File: src/rtl/uart_pkg.sv
// Shared UART definitions: receiver FSM states, oversampling constants and the
// baud divisor helper also used by the transmitter.
`timescale 1ns/1ps
package uart_pkg;

    typedef enum logic [2:0] {
        IDLE,
        START,
        DATA,
        PARITY,
        STOP
    } uart_state_t;

    localparam int OS_RATE = 16;
    localparam int OS_MID  = 7;

    // Clocks per oversample tick, rounded to nearest, never below one.
    function automatic int calc_div(input int clk_freq, input int baud);
        int d;
        d = (clk_freq + (OS_RATE / 2) * baud) / (OS_RATE * baud);
        return (d < 1) ? 1 : d;
    endfunction

endpackage

File: src/rtl/rx_sync_fifo.sv
// Synchronous DEPTH x WIDTH FIFO with show-ahead head output and exact level.
// A push into a full FIFO succeeds only when a pop happens in the same cycle.
`timescale 1ns/1ps
module rx_sync_fifo #(
    parameter int DEPTH = 16,
    parameter int WIDTH = 8
) (
    input  logic                   i_clk,
    input  logic                   i_rst_n,
    input  logic                   i_push,
    input  logic [WIDTH-1:0]       i_data,
    input  logic                   i_pop,
    output logic [WIDTH-1:0]       o_data,
    output logic                   o_full,
    output logic                   o_empty,
    output logic                   o_drop,
    output logic [$clog2(DEPTH):0] o_level
);

    localparam int AW = $clog2(DEPTH);

    logic [WIDTH-1:0] r_mem [DEPTH];
    logic [AW-1:0]    r_wr_ptr;
    logic [AW-1:0]    r_rd_ptr;
    logic [AW:0]      r_level;
    logic             w_push;
    logic             w_pop;

    assign o_empty = (r_level == '0);
    assign o_full  = (r_level == (AW+1)'(DEPTH));
    assign w_pop   = i_pop && !o_empty;
    // When full, the slot being written is the one being read out this cycle.
    assign w_push  = i_push && (!o_full || w_pop);
    assign o_drop  = i_push && !w_push;
    assign o_data  = o_empty ? '0 : r_mem[r_rd_ptr];
    assign o_level = r_level;

    always_ff @(posedge i_clk or negedge i_rst_n) begin
        if (!i_rst_n) begin
            r_wr_ptr <= '0;
            r_rd_ptr <= '0;
            r_level  <= '0;
        end else begin
            if (w_push) r_wr_ptr <= r_wr_ptr + 1'b1;
            if (w_pop)  r_rd_ptr <= r_rd_ptr + 1'b1;
            case ({w_push, w_pop})
                2'b10:   r_level <= r_level + 1'b1;
                2'b01:   r_level <= r_level - 1'b1;
                default: r_level <= r_level;
            endcase
        end
    end

    always_ff @(posedge i_clk) begin
        if (w_push) r_mem[r_wr_ptr] <= i_data;
    end

endmodule

File: src/rtl/uart_rx_fifo.sv
// UART receiver, 16x oversampled, 8N1 (8E1 with parity_err when UART_RX_PARITY_EN
// is defined), feeding a show-ahead receive FIFO; byte visible 1 clk after stop mid-sample.
`timescale 1ns/1ps
module uart_rx_fifo
    import uart_pkg::*;
#(
    parameter int clk_freq       = 50000000,
    parameter int uart_baud_rate = 115200,
    parameter int FIFO_DEPTH     = 16
) (
    input  logic                        clk,
    input  logic                        rst,
    input  logic                        uart_rxd,
    output logic [7:0]                  rx_data,
    output logic                        rx_valid,
    input  logic                        rx_ready,
    output logic                        frame_err,
    output logic                        overrun,
`ifdef UART_RX_PARITY_EN
    output logic                        parity_err,
`endif
    output logic [$clog2(FIFO_DEPTH):0] rx_level
);

    localparam int DIV = calc_div(clk_freq, uart_baud_rate);
    localparam int DW  = (DIV > 1) ? $clog2(DIV) : 1;
    localparam logic [DW-1:0] DIV_LAST = DW'(DIV - 1);

    logic        r_sync1;
    logic        r_sync2;
    logic [DW-1:0] r_div_cnt;
    uart_state_t r_state;
    uart_state_t w_state_nxt;
    logic [3:0]  r_os;
    logic [3:0]  r_bit_cnt;
    logic [7:0]  r_shift;
    logic        r_frame_err;
    logic        r_overrun;
    logic        w_rxs;
    logic        w_tick;
    logic        w_mid;
    logic        w_end;
    logic        w_start_det;
    logic        w_push;
    logic        w_ferr;
    logic        w_drop;
    logic        w_empty;
    logic        w_full;
`ifdef UART_RX_PARITY_EN
    logic        r_par;
    logic        r_parity_err;
    logic        w_perr;
`endif

    assign w_rxs       = r_sync2;
    assign w_tick      = (r_div_cnt == DIV_LAST);
    assign w_mid       = w_tick && (r_os == 4'(OS_MID));
    assign w_end       = w_tick && (r_os == 4'(OS_RATE - 1));
    assign w_start_det = (r_state == IDLE) && !w_rxs;

    always_comb begin
        w_state_nxt = r_state;
        w_push      = 1'b0;
        w_ferr      = 1'b0;
`ifdef UART_RX_PARITY_EN
        w_perr      = 1'b0;
`endif
        case (r_state)
            IDLE:   if (!w_rxs) w_state_nxt = START;
            START:  if (w_mid) w_state_nxt = w_rxs ? IDLE : DATA;
            DATA: begin
                // Bit count gates the end-of-bit check so the tail of the start bit is ignored.
                if (w_end && r_bit_cnt == 4'd8) begin
`ifdef UART_RX_PARITY_EN
                    w_state_nxt = PARITY;
`else
                    w_state_nxt = STOP;
`endif
                end
            end
            PARITY: if (w_end) w_state_nxt = STOP;
            STOP: begin
                if (w_mid) begin
                    w_state_nxt = IDLE;
                    if (!w_rxs) begin
                        w_ferr = 1'b1;
`ifdef UART_RX_PARITY_EN
                    end else if (^{r_shift, r_par}) begin
                        w_perr = 1'b1;
`endif
                    end else begin
                        w_push = 1'b1;
                    end
                end
            end
            default: w_state_nxt = IDLE;
        endcase
    end

    always_ff @(posedge clk or negedge rst) begin
        if (!rst) begin
            r_sync1     <= 1'b1;
            r_sync2     <= 1'b1;
            r_div_cnt   <= '0;
            r_state     <= IDLE;
            r_os        <= '0;
            r_bit_cnt   <= '0;
            r_shift     <= '0;
            r_frame_err <= 1'b0;
            r_overrun   <= 1'b0;
        end else begin
            r_sync1     <= uart_rxd;
            r_sync2     <= r_sync1;
            r_state     <= w_state_nxt;
            r_frame_err <= w_ferr;
            r_overrun   <= w_drop;
            if (w_start_det) begin
                r_div_cnt <= '0;
                r_os      <= '0;
                r_bit_cnt <= '0;
            end else begin
                r_div_cnt <= w_tick ? '0 : r_div_cnt + 1'b1;
                if (w_tick) r_os <= r_os + 1'b1;
            end
            if (r_state == DATA && w_mid) begin
                r_shift   <= {w_rxs, r_shift[7:1]};
                r_bit_cnt <= r_bit_cnt + 1'b1;
            end
        end
    end

`ifdef UART_RX_PARITY_EN
    always_ff @(posedge clk or negedge rst) begin
        if (!rst) begin
            r_par        <= 1'b0;
            r_parity_err <= 1'b0;
        end else begin
            r_parity_err <= w_perr;
            if (r_state == PARITY && w_mid) r_par <= w_rxs;
        end
    end

    assign parity_err = r_parity_err;
`endif

    rx_sync_fifo #(
        .DEPTH (FIFO_DEPTH),
        .WIDTH (8)
    ) u_fifo (
        .i_clk   (clk),
        .i_rst_n (rst),
        .i_push  (w_push),
        .i_data  (r_shift),
        .i_pop   (rx_ready),
        .o_data  (rx_data),
        .o_full  (w_full),
        .o_empty (w_empty),
        .o_drop  (w_drop),
        .o_level (rx_level)
    );

    assign rx_valid  = !w_empty;
    assign frame_err = r_frame_err;
    assign overrun   = r_overrun;

    // Full status is already folded into the FIFO's drop indication.
    logic w_unused;
    assign w_unused = w_full;

endmodule

File: config.mk
export PLATFORM = sky130hd
export DESIGN_NAME = uart_rx_fifo
export DESIGN_NICKNAME = d
export VERILOG_FILES = /design/src/rtl/uart_pkg.sv /design/src/rtl/rx_sync_fifo.sv /design/src/rtl/uart_rx_fifo.sv
export SDC_FILE = /design/constraint.sdc
export NUM_CORES = 1
export LEC_CHECK = 0
export ABC_CLOCK_PERIOD_IN_PS = 4600
export CAP_MARGIN = 15
export CORE_MARGIN = 3
export CORE_UTILIZATION = 51
export DETAILED_ROUTE_END_ITERATION = 16
export PLACE_DENSITY_LB_ADDON = 0.08
export SLEW_MARGIN = 20
export SYNTH_ARGS = -nofsm -noshare
export SYNTH_HDL_FRONTEND = slang
export SYNTH_HIERARCHICAL = 1
export SYNTH_SLANG_ARGS = --single-unit
File: constraint.sdc
create_clock -name clk -period 4.6 [get_ports clk]
set_input_delay 0.46 -clock clk [delete_from_list [all_inputs] [get_ports clk]]
set_output_delay 0.46 -clock clk [all_outputs]
set_load 0.02 [all_outputs]
==> results_dict.tcl, run 1 <==
set metrics [dict create \
    clk_path_buf_depth 2 \
    grt_max_degree 42 \
    crit_slowest_cell "dfrtp_2" \
    swShare 0.266 \
    cts_resized 0 \
    routed_via_density 5.72 \
    hold_viol 0 \
    synthesis.nets 429 \
    initial_core_util 0.530 \
    nets 456 \
    overflow 0 \
    cts_tree "yes" \
    grt_pass1_vias 3690 \
    syn_avg_cell_area_um2 17.3 \
    cts_setup_buffers 0 \
    end_kind "output port" \
    die_y_um 124 \
    postSynthCellCount 411 \
    crit_type "flip-flop to output port" \
    layout_setup_ws_ns 1.07 \
    hp-class "input port to async pin" \
    areaGrowthSynthToFinish_pct 13.6 \
    setup_violations 0 \
    dr_wl_met2_um 6530 \
    path_cells "mux4_2 > nor2b_1 > a211oi_1 > a211oi_1 > clkdlybuf4s50_1" \
    cp.arrival_ns 3.07 \
    gp_congestion 0.758 \
    place_ws_ns 1.14 \
    htree_levels 4 \
    fin_hold_ws_ns 0.182 \
    drt-initial-drc-count 256 \
    grt_pass1_wl_um 20400 \
    drive_above_1_share 0.195 \
    status "finished clean" \
    numPortBuffers 19 \
    cts_root_buffer "clkbuf_16" \
    diodes 0 \
    critPathMaxFanout 27 \
    io_pins 20 \
    min_period_ns 3.53 \
    grt_setup_unrepaired "no" \
    setup_tns_ns 0 \
    wl_met1_um 5890 \
    critical-path-top-delay-family "flip-flops" \
    slew_headroom 0.327 \
    switchingPower_mw 1.07 \
    ant_nets 0 \
    cp_common_cell "a211oi_1" \
    numCtsBuffers 17 \
    leakagePower_nw 3.15 \
    cp-start-kind "flip-flop" \
    cp_num_buf_inv 1 \
    peakVddDrop_uv 350 \
    grt_use_total 0.175 \
    coreArea_um2 13500 \
    row_count 42 \
    maxCapViolations 0 \
    vias 3587 \
    power_frac_seq 0.460 \
    maxSlewViolCount 0 \
    synth_area_um2 7130 \
    wl_um 13000 \
    powerDensity_nw_per_um2 494 \
    cpPeakStageDelay_ns 0.90 \
    clockPowerShare 0.364 \
    holdBufCountCts 0 \
    crit_required_ns 4.14 \
    pwr-share-comb 0.176 \
    tightest_slew_ns 1.01 \
    dr.pass1.iters 4 \
    ys.warnings.count 6 \
    finalCritPeriodShare 0.768 \
    dp_hpwl_um 8410 \
    clkTransAtPathRegs_ns 0.06 \
    drc 0 \
    final_core_utilization 0.602 \
    routed.top_layer "met4" \
    p_int_mw 2.93 \
    routedWlPerCell_um 20.8 \
    power_mw 4.00 \
    die-area_um2 15400 \
    cts.sinks 169 \
    fin_skew_ns 0.00831 \
    max_freq_ghz 0.283 \
    die_x_um 124 \
    clock_latency_ns 0.42 \
    wl_met3_um 490 \
    n_fill_cell 1023 \
    antenna_found_initial 0 \
]
[cell type report]
cell class | count | area, µm² | area share
Inverter | 19 | 71.3 | 0.00881
Tap cell | 176 | 220 | 0.0272
Sequential cell | 169 | 4870 | 0.602
Timing Repair Buffer | 27 | 245 | 0.0303
Clock buffer | 19 | 433 | 0.0535
Multi-Input combinational cell | 204 | 2080 | 0.256
Clock inverter | 13 | 178 | 0.0219
[registers in the layout (all words and copies together) (netlist names)]
name / count
r_sync1: 1
r_os: 4
r_bit_cnt: 4
u_fifo/r_wr_ptr: 4
r_div_cnt: 5
u_fifo/r_rd_ptr: 4
u_fifo/r_mem: 128
overrun: 1
r_state: 3
r_shift: 8
u_fifo/o_level: 5
r_sync2: 1
frame_err: 1
[power groups by stage]
stage	sequential [mW]	clock, mW	combinational (mW)
after floorplan	1.76	0	0.577
after global placement	1.87	0	0.706
after detailed placement	1.87	0	0.712
after CTS	1.84	1.48	0.716
after global routing	1.85	1.55	0.759
final	1.84	1.46	0.704
[layer usage]
| metal | vias to the layer above | track usage |
|---|---|---|
| li1 | 1657 | - |
| met3 | 11 | 0.0430 |
| met5 | - | 0 |
| met4 | 0 | 0.0542 |
| met1 | 1841 | 0.237 |
| met2 | 78 | 0.283 |
[metrics by stage]
step,area [µm²],std cells
finish,8100,627
global route,8100,627
CTS,8100,627
detailed placement,7490,595
global placement,7490,595
floorplan,7130,411
[path summary, 6_finish.rpt]
check	depth (start not counted)	slack, ns	from	end
min in group clk	0	0.35	r_sync1	r_sync2
min reg2reg	0	0.35	r_sync1	r_sync2
max reg2reg	11	1.12	r_state[2]	u_fifo/o_level[4]
max in group asynchronous	1	3.77	rst	u_fifo/r_rd_ptr[1]
min	1	0.18	rst	r_div_cnt[0]
max	5	1.07	u_fifo/r_rd_ptr[1]	rx_data[3]
[layout by cell type, fill, tap and decap left out, drive strengths merged, types with 2 or more instances in the layout]
| cell | n |
|---|---|
| or3 | 3 |
| clkinvlp | 3 |
| mux4 | 32 |
| nand3 | 8 |
| o21ai | 5 |
| dfrtp | 39 |
| buf | 9 |
| xor2 | 6 |
| nor3b | 2 |
| clkbuf | 19 |
| nand2 | 10 |
| a21oi | 4 |
| nor2 | 19 |
| nor2b | 9 |
| nor4 | 9 |
| or4 | 2 |
| xnor2 | 9 |
| mux2 | 12 |
| edfxtp | 128 |
| nand4b | 2 |
| mux2i | 14 |
| o21a | 2 |
| bufinv | 4 |
| nand2b | 3 |
| a211oi | 17 |
| clkdlybuf4s50 | 18 |
| inv | 19 |
| clkinv | 6 |
| dfstp | 2 |
| ha | 13 |
| and2 | 8 |
| o211ai | 2 |
[worst register-to-register path, cell delays in order (launching register included)]
cell	delay, ns
dfrtp_1	0.47
inv_1	0.12
or4b_1	0.53
nor4_1	0.73
inv_1	0.20
nand2b_1	0.16
inv_1	0.10
ha_1	0.34
nand2b_1	0.09
a2111o_1	0.39
o31a_1	0.11
o211ai_1	0.15
Note: power is estimated with default switching activity, not from simulation.
==> inputs of run 2 (changes only) <==
--- a/config.mk
+++ b/config.mk
@@ -5,7 +5,7 @@
 export SDC_FILE = /design/constraint.sdc
 export NUM_CORES = 1
 export LEC_CHECK = 0
-export ABC_CLOCK_PERIOD_IN_PS = 4600
+export ABC_CLOCK_PERIOD_IN_PS = 3500
 export CAP_MARGIN = 15
 export CORE_MARGIN = 3
 export CORE_UTILIZATION = 51
==> constraint.sdc (replaced) <==
create_clock -name clk -period 3.5 [get_ports clk]
set_input_delay 0.35 -clock clk [delete_from_list [all_inputs] [get_ports clk]]
set_output_delay 0.35 -clock clk [all_outputs]
set_load 0.02 [all_outputs]
==> run 2 against run 1 <==
Against the previous run:
- sequential power up 27%
- routed wire length up 1.1%
- register-to-register slack worse by 0.63 ns
- non-clock buffer count up 9
- critical endpoint unchanged
- setup slack worse by 0.80 ns
- combinational power up 48%
- via count up 1.6%
- critical path type unchanged
- die area unchanged
- cell area up 0.66%
- core utilization up 0.40 points
- flip-flop and latch count unchanged
- count of clock-buffer cells in the layout unchanged
==> results_dict.tcl, run 2 (synthesis results as in run 1) <==
set metrics [dict create \
    diodes 0 \
    grt_setup_unrepaired "no" \
    peakVddDrop_uv 449 \
    die_y_um 124 \
    cts_resized 0 \
    die-area_um2 15400 \
    min_period_ns 3.23 \
    power_mw 5.21 \
    holdBufCountCts 0 \
    clock_latency_ns 0.42 \
    crit_slowest_cell "clkdlybuf4s50_1" \
    ant_nets 0 \
    dr.pass1.iters 4 \
    row_count 42 \
    io_pins 20 \
    cp.arrival_ns 2.88 \
    slew_headroom 0.367 \
    fin_hold_ws_ns 0.0778 \
    cpPeakStageDelay_ns 0.68 \
    antenna_found_initial 0 \
    routed_via_density 5.73 \
    htree_levels 4 \
    leakagePower_nw 3.18 \
    cts_setup_buffers 0 \
    routedWlPerCell_um 20.7 \
    cts_tree "yes" \
    clkTransAtPathRegs_ns 0.06 \
    setup_violations 0 \
    drt-initial-drc-count 314 \
    cts.sinks 169 \
    drc 0 \
    max_freq_ghz 0.310 \
    layout_commonest_cell "edfxtp_1" \
    end_kind "output port" \
    top_regs "u_fifo/r_mem: 128 flops, r_shift: 8 flops" \
    coreArea_um2 13500 \
    hp-class "input port to async pin" \
    final_core_utilization 0.606 \
    crit_type "flip-flop to output port" \
    crit_required_ns 3.15 \
    grt_max_degree 42 \
    numCtsBuffers 17 \
    tightest_slew_ns 0.949 \
    layout_common_cells "edfxtp_1 (128), dfrtp_1 (38), mux4_2 (32)" \
    drive_above_1_share 0.220 \
    cp_num_buf_inv 2 \
    status "finished clean" \
    dp_hpwl_um 8420 \
    cp-start-kind "flip-flop" \
    maxSlewViolCount 0 \
    overflow 0 \
    nets 465 \
    gp_congestion 0.814 \
    grt_pass1_wl_um 21400 \
    numPortBuffers 19 \
    vias 3646 \
    fin_skew_ns 0.00992 \
    critPathMaxFanout 17 \
    regMostFlops "u_fifo/r_mem" \
    die_x_um 124 \
    cts_root_buffer "clkbuf_16" \
    largest_reg_flops 128 \
    critical-path-top-delay-family "buffers and inverters" \
    initial_core_util 0.530 \
    hold_viol 0 \
    setup_tns_ns 0 \
    grt_use_total 0.184 \
    placed_cells 604 \
    fin_cells 636 \
    grt_pass1_vias 3831 \
    finalCritPeriodShare 0.923 \
    areaGrowthSynthToFinish_pct 14.3 \
    powerDensity_nw_per_um2 639 \
    clk_path_buf_depth 2 \
    wl_um 13200 \
    path_cells "buf_4 > mux4_2 > mux2i_1 > a211oi_1 > clkdlybuf4s50_1" \
    maxCapViolations 0 \
]
## run 2: report_power, final
group / leakage, nW / switching [mW] / total (mW) / internal [mW]
sequential: 2.00 / 0.135 / 2.33 / 2.19
combinational: 0.913 / 0.549 / 1.04 / 0.490
clock: 0.270 / 0.755 / 1.85 / 1.09
total: 3.18 / 1.44 / 5.21 / 3.77
## run 2: final cells by class
cell class | instances | area, µm²
clock buffer | 19 | 453
clock inverter | 13 | 144
fill | 1046 | 5300
inverter | 19 | 71.3
multi-input combinational | 204 | 2080
sequential | 169 | 4870
tap | 176 | 220
timing repair buffer | 36 | 313
## run 2: path summary, 6_finish.rpt
path	from	endpoint	slack [ns]	cells after the start
min in group clk	uart_rxd	r_sync1	0.34	1
hold / removal	rst	r_div_cnt[1]	0.08	1
setup reg to reg	r_state[2]	u_fifo/o_level[4]	0.49	12
max in group asynchronous	rst	u_fifo/r_rd_ptr[1]	2.77	1
setup / recovery	u_fifo/r_rd_ptr[1]	rx_data[3]	0.27	5
hold reg to reg	r_sync1	r_sync2	0.35	0
## run 2: metrics by stage
stage | area, µm² | setup WS, ns
floorplan | 7130 | 0.359
global placement | 7550 | 0.665
detailed placement | 7550 | 0.517
CTS | 8150 | 0.167
global route | 8150 | 0.0598
finish | 8150 | 0.270
## run 2: routing by layer
metal / wire (µm) / GRT usage / vias up
met5: 0 / 0 / -
met4: 178 / 0.0761 / 0
met2: 6660 / 0.293 / 82
met1: 5780 / 0.248 / 1878
met3: 576 / 0.0412 / 13
li1: - / - / 1673
==> inputs of run 3 (changes only) <==
--- a/config.mk
+++ b/config.mk
@@ -8,7 +8,7 @@
 export ABC_CLOCK_PERIOD_IN_PS = 3500
 export CAP_MARGIN = 15
 export CORE_MARGIN = 3
-export CORE_UTILIZATION = 51
+export CORE_UTILIZATION = 40
 export DETAILED_ROUTE_END_ITERATION = 16
 export PLACE_DENSITY_LB_ADDON = 0.08
 export SLEW_MARGIN = 20
==> run 3 against run 2 <==
Against the previous run:
- first-iteration DRC count decreased by 18%
- clock power about the same
- die area is 26% higher
- final cell count rose by 7.7%
- flip-flop and latch count unchanged
- routed wire length grew 3.6%
- non-clock buffer count is the same
- sequential power barely moved
- power is 1.7% higher
- setup slack worse by 0.011 ns
- critical endpoint is now rx_data[7]
==> results_dict.tcl, run 3 (synthesis results as in run 1) <==
set metrics [dict create \
    antenna_found_initial 0 \
    die_y_um 140 \
    cpPeakStageDelay_ns 0.74 \
    clkTransAtPathRegs_ns 0.06 \
    peakVddDrop_uv 407 \
    die_x_um 140 \
    diodes 0 \
    slew_headroom 0.378 \
    grt_pass1_wl_um 21600 \
    cp-start-kind "flip-flop" \
    hp-class "input port to async pin" \
    leakagePower_nw 3.20 \
    die-area_um2 19500 \
    tightest_slew_ns 0.932 \
    fin_skew_ns 0.00944 \
    status "finished clean" \
    crit_type "flip-flop to output port" \
    max_freq_ghz 0.309 \
    setup_tns_ns 0 \
    gp_congestion 0.808 \
    crit_slowest_cell "dfrtp_1" \
    end_kind "output port" \
    routedWlPerCell_um 20.0 \
    power_mw 5.30 \
    cp_common_cell "a211oi_1" \
    cts_resized 0 \
    clk_path_buf_depth 2 \
    routed_via_density 5.32 \
    largest_reg_flops 128 \
    vias 3641 \
    numPortBuffers 19 \
    io_pins 20 \
    path_cells "buf_4 > mux4_2 > nor2b_1 > a211oi_1 > a211oi_1 > clkdlybuf4s50_1" \
    drive_above_1_share 0.209 \
    grt_max_degree 42 \
    initial_core_util 0.411 \
    maxCapViolations 0 \
    cts_setup_buffers 0 \
    layout_common_cells "edfxtp_1 (128), dfrtp_1 (38), mux4_2 (32)" \
    holdBufCountCts 0 \
    critical-path-top-delay-family "buffers and inverters" \
    htree_levels 4 \
    dr.pass1.iters 5 \
    crit_required_ns 3.15 \
    n_fill_cell 1462 \
    coreArea_um2 17400 \
    grt_use_total 0.150 \
    areaGrowthSynthToFinish_pct 15.3 \
    row_count 48 \
    cp.arrival_ns 2.89 \
    cts_root_buffer "clkbuf_16" \
    hold_viol 0 \
    drt-initial-drc-count 257 \
    layout_commonest_cell "edfxtp_1" \
    cp_num_buf_inv 2 \
    nets 465 \
    cts.sinks 169 \
    numCtsBuffers 17 \
    powerDensity_nw_per_um2 645 \
    top_regs "u_fifo/r_mem: 128 flops, r_shift: 8 flops" \
    grt_pass1_vias 3603 \
    drc 0 \
    grt_setup_unrepaired "no" \
    regMostFlops "u_fifo/r_mem" \
    min_period_ns 3.24 \
    critPathMaxFanout 12 \
    clock_latency_ns 0.42 \
    wl_um 13700 \
    overflow 0 \
    ant_nets 0 \
    setup_violations 0 \
    dp_hpwl_um 8770 \
    cts_tree "yes" \
    finalCritPeriodShare 0.926 \
    maxSlewViolCount 0 \
]
run 3: final timing paths:
path                                    startpoint            endpoint  slack [ns]  cells past startpoint
worst max register to register          r_state[2]   u_fifo/o_level[4]        0.39                     12
min in group clk                          uart_rxd             r_sync1        0.34                      1
max in group asynchronous                      rst  u_fifo/r_rd_ptr[1]        2.80                      1
worst min-delay path                           rst   u_fifo/o_level[2]        0.07                      1
worst max-delay path            u_fifo/r_rd_ptr[3]          rx_data[7]        0.26                      6
worst min register to register             r_sync1             r_sync2        0.36                      0
run 3: final cells by class:
type                       count  area (µm²)  area share
clock inverter                 8         124      0.0151
multi-input combinational    204        2080       0.253
sequential                   169        4870       0.593
timing repair buffer          36         325      0.0396
clock buffer                  24         472      0.0574
inverter                      19        71.3     0.00867
tap                          225         282      0.0342
run 3: power breakdown:
part           leakage [nW]  switching [mW]  internal [mW]
combinational         0.918           0.584          0.510
sequential             2.00           0.137           2.19
clock                 0.284           0.719           1.16
total                  3.20            1.44           3.86
run 3: layer usage:
| layer | routed length [µm] | global-route usage | up-vias | part of all wire |
|---|---|---|---|---|
| met5 | 0 | 0 | - | 0 |
| met2 | 6480 | 0.228 | 66 | 0.47 |
| met1 | 6590 | 0.213 | 1896 | 0.48 |
| met3 | 475 | 0.0433 | 11 | 0.035 |
| met4 | 129 | 0.0433 | 0 | 0.0094 |
| li1 | - | - | 1668 | - |
run 3: stage by stage:
| step | hold WS, ns | cells | setup WS (ns) | util | area [µm²] |
|---|---|---|---|---|---|
| 2_1_floorplan | 0.0544 | 411 | 0.359 | - | 7130 |
| 3_3_place_gp | 0.347 | 653 | 0.508 | 0.440 | 7630 |
| 3_5_place_dp | 0.349 | 653 | 0.389 | 0.440 | 7630 |
| 4_1_cts | 0.0950 | 685 | 0.218 | 0.474 | 8220 |
| 5_1_grt | 0.129 | 685 | 0.153 | 0.474 | 8220 |
| 6_report | 0.0731 | 685 | 0.259 | 0.474 | 8220 |
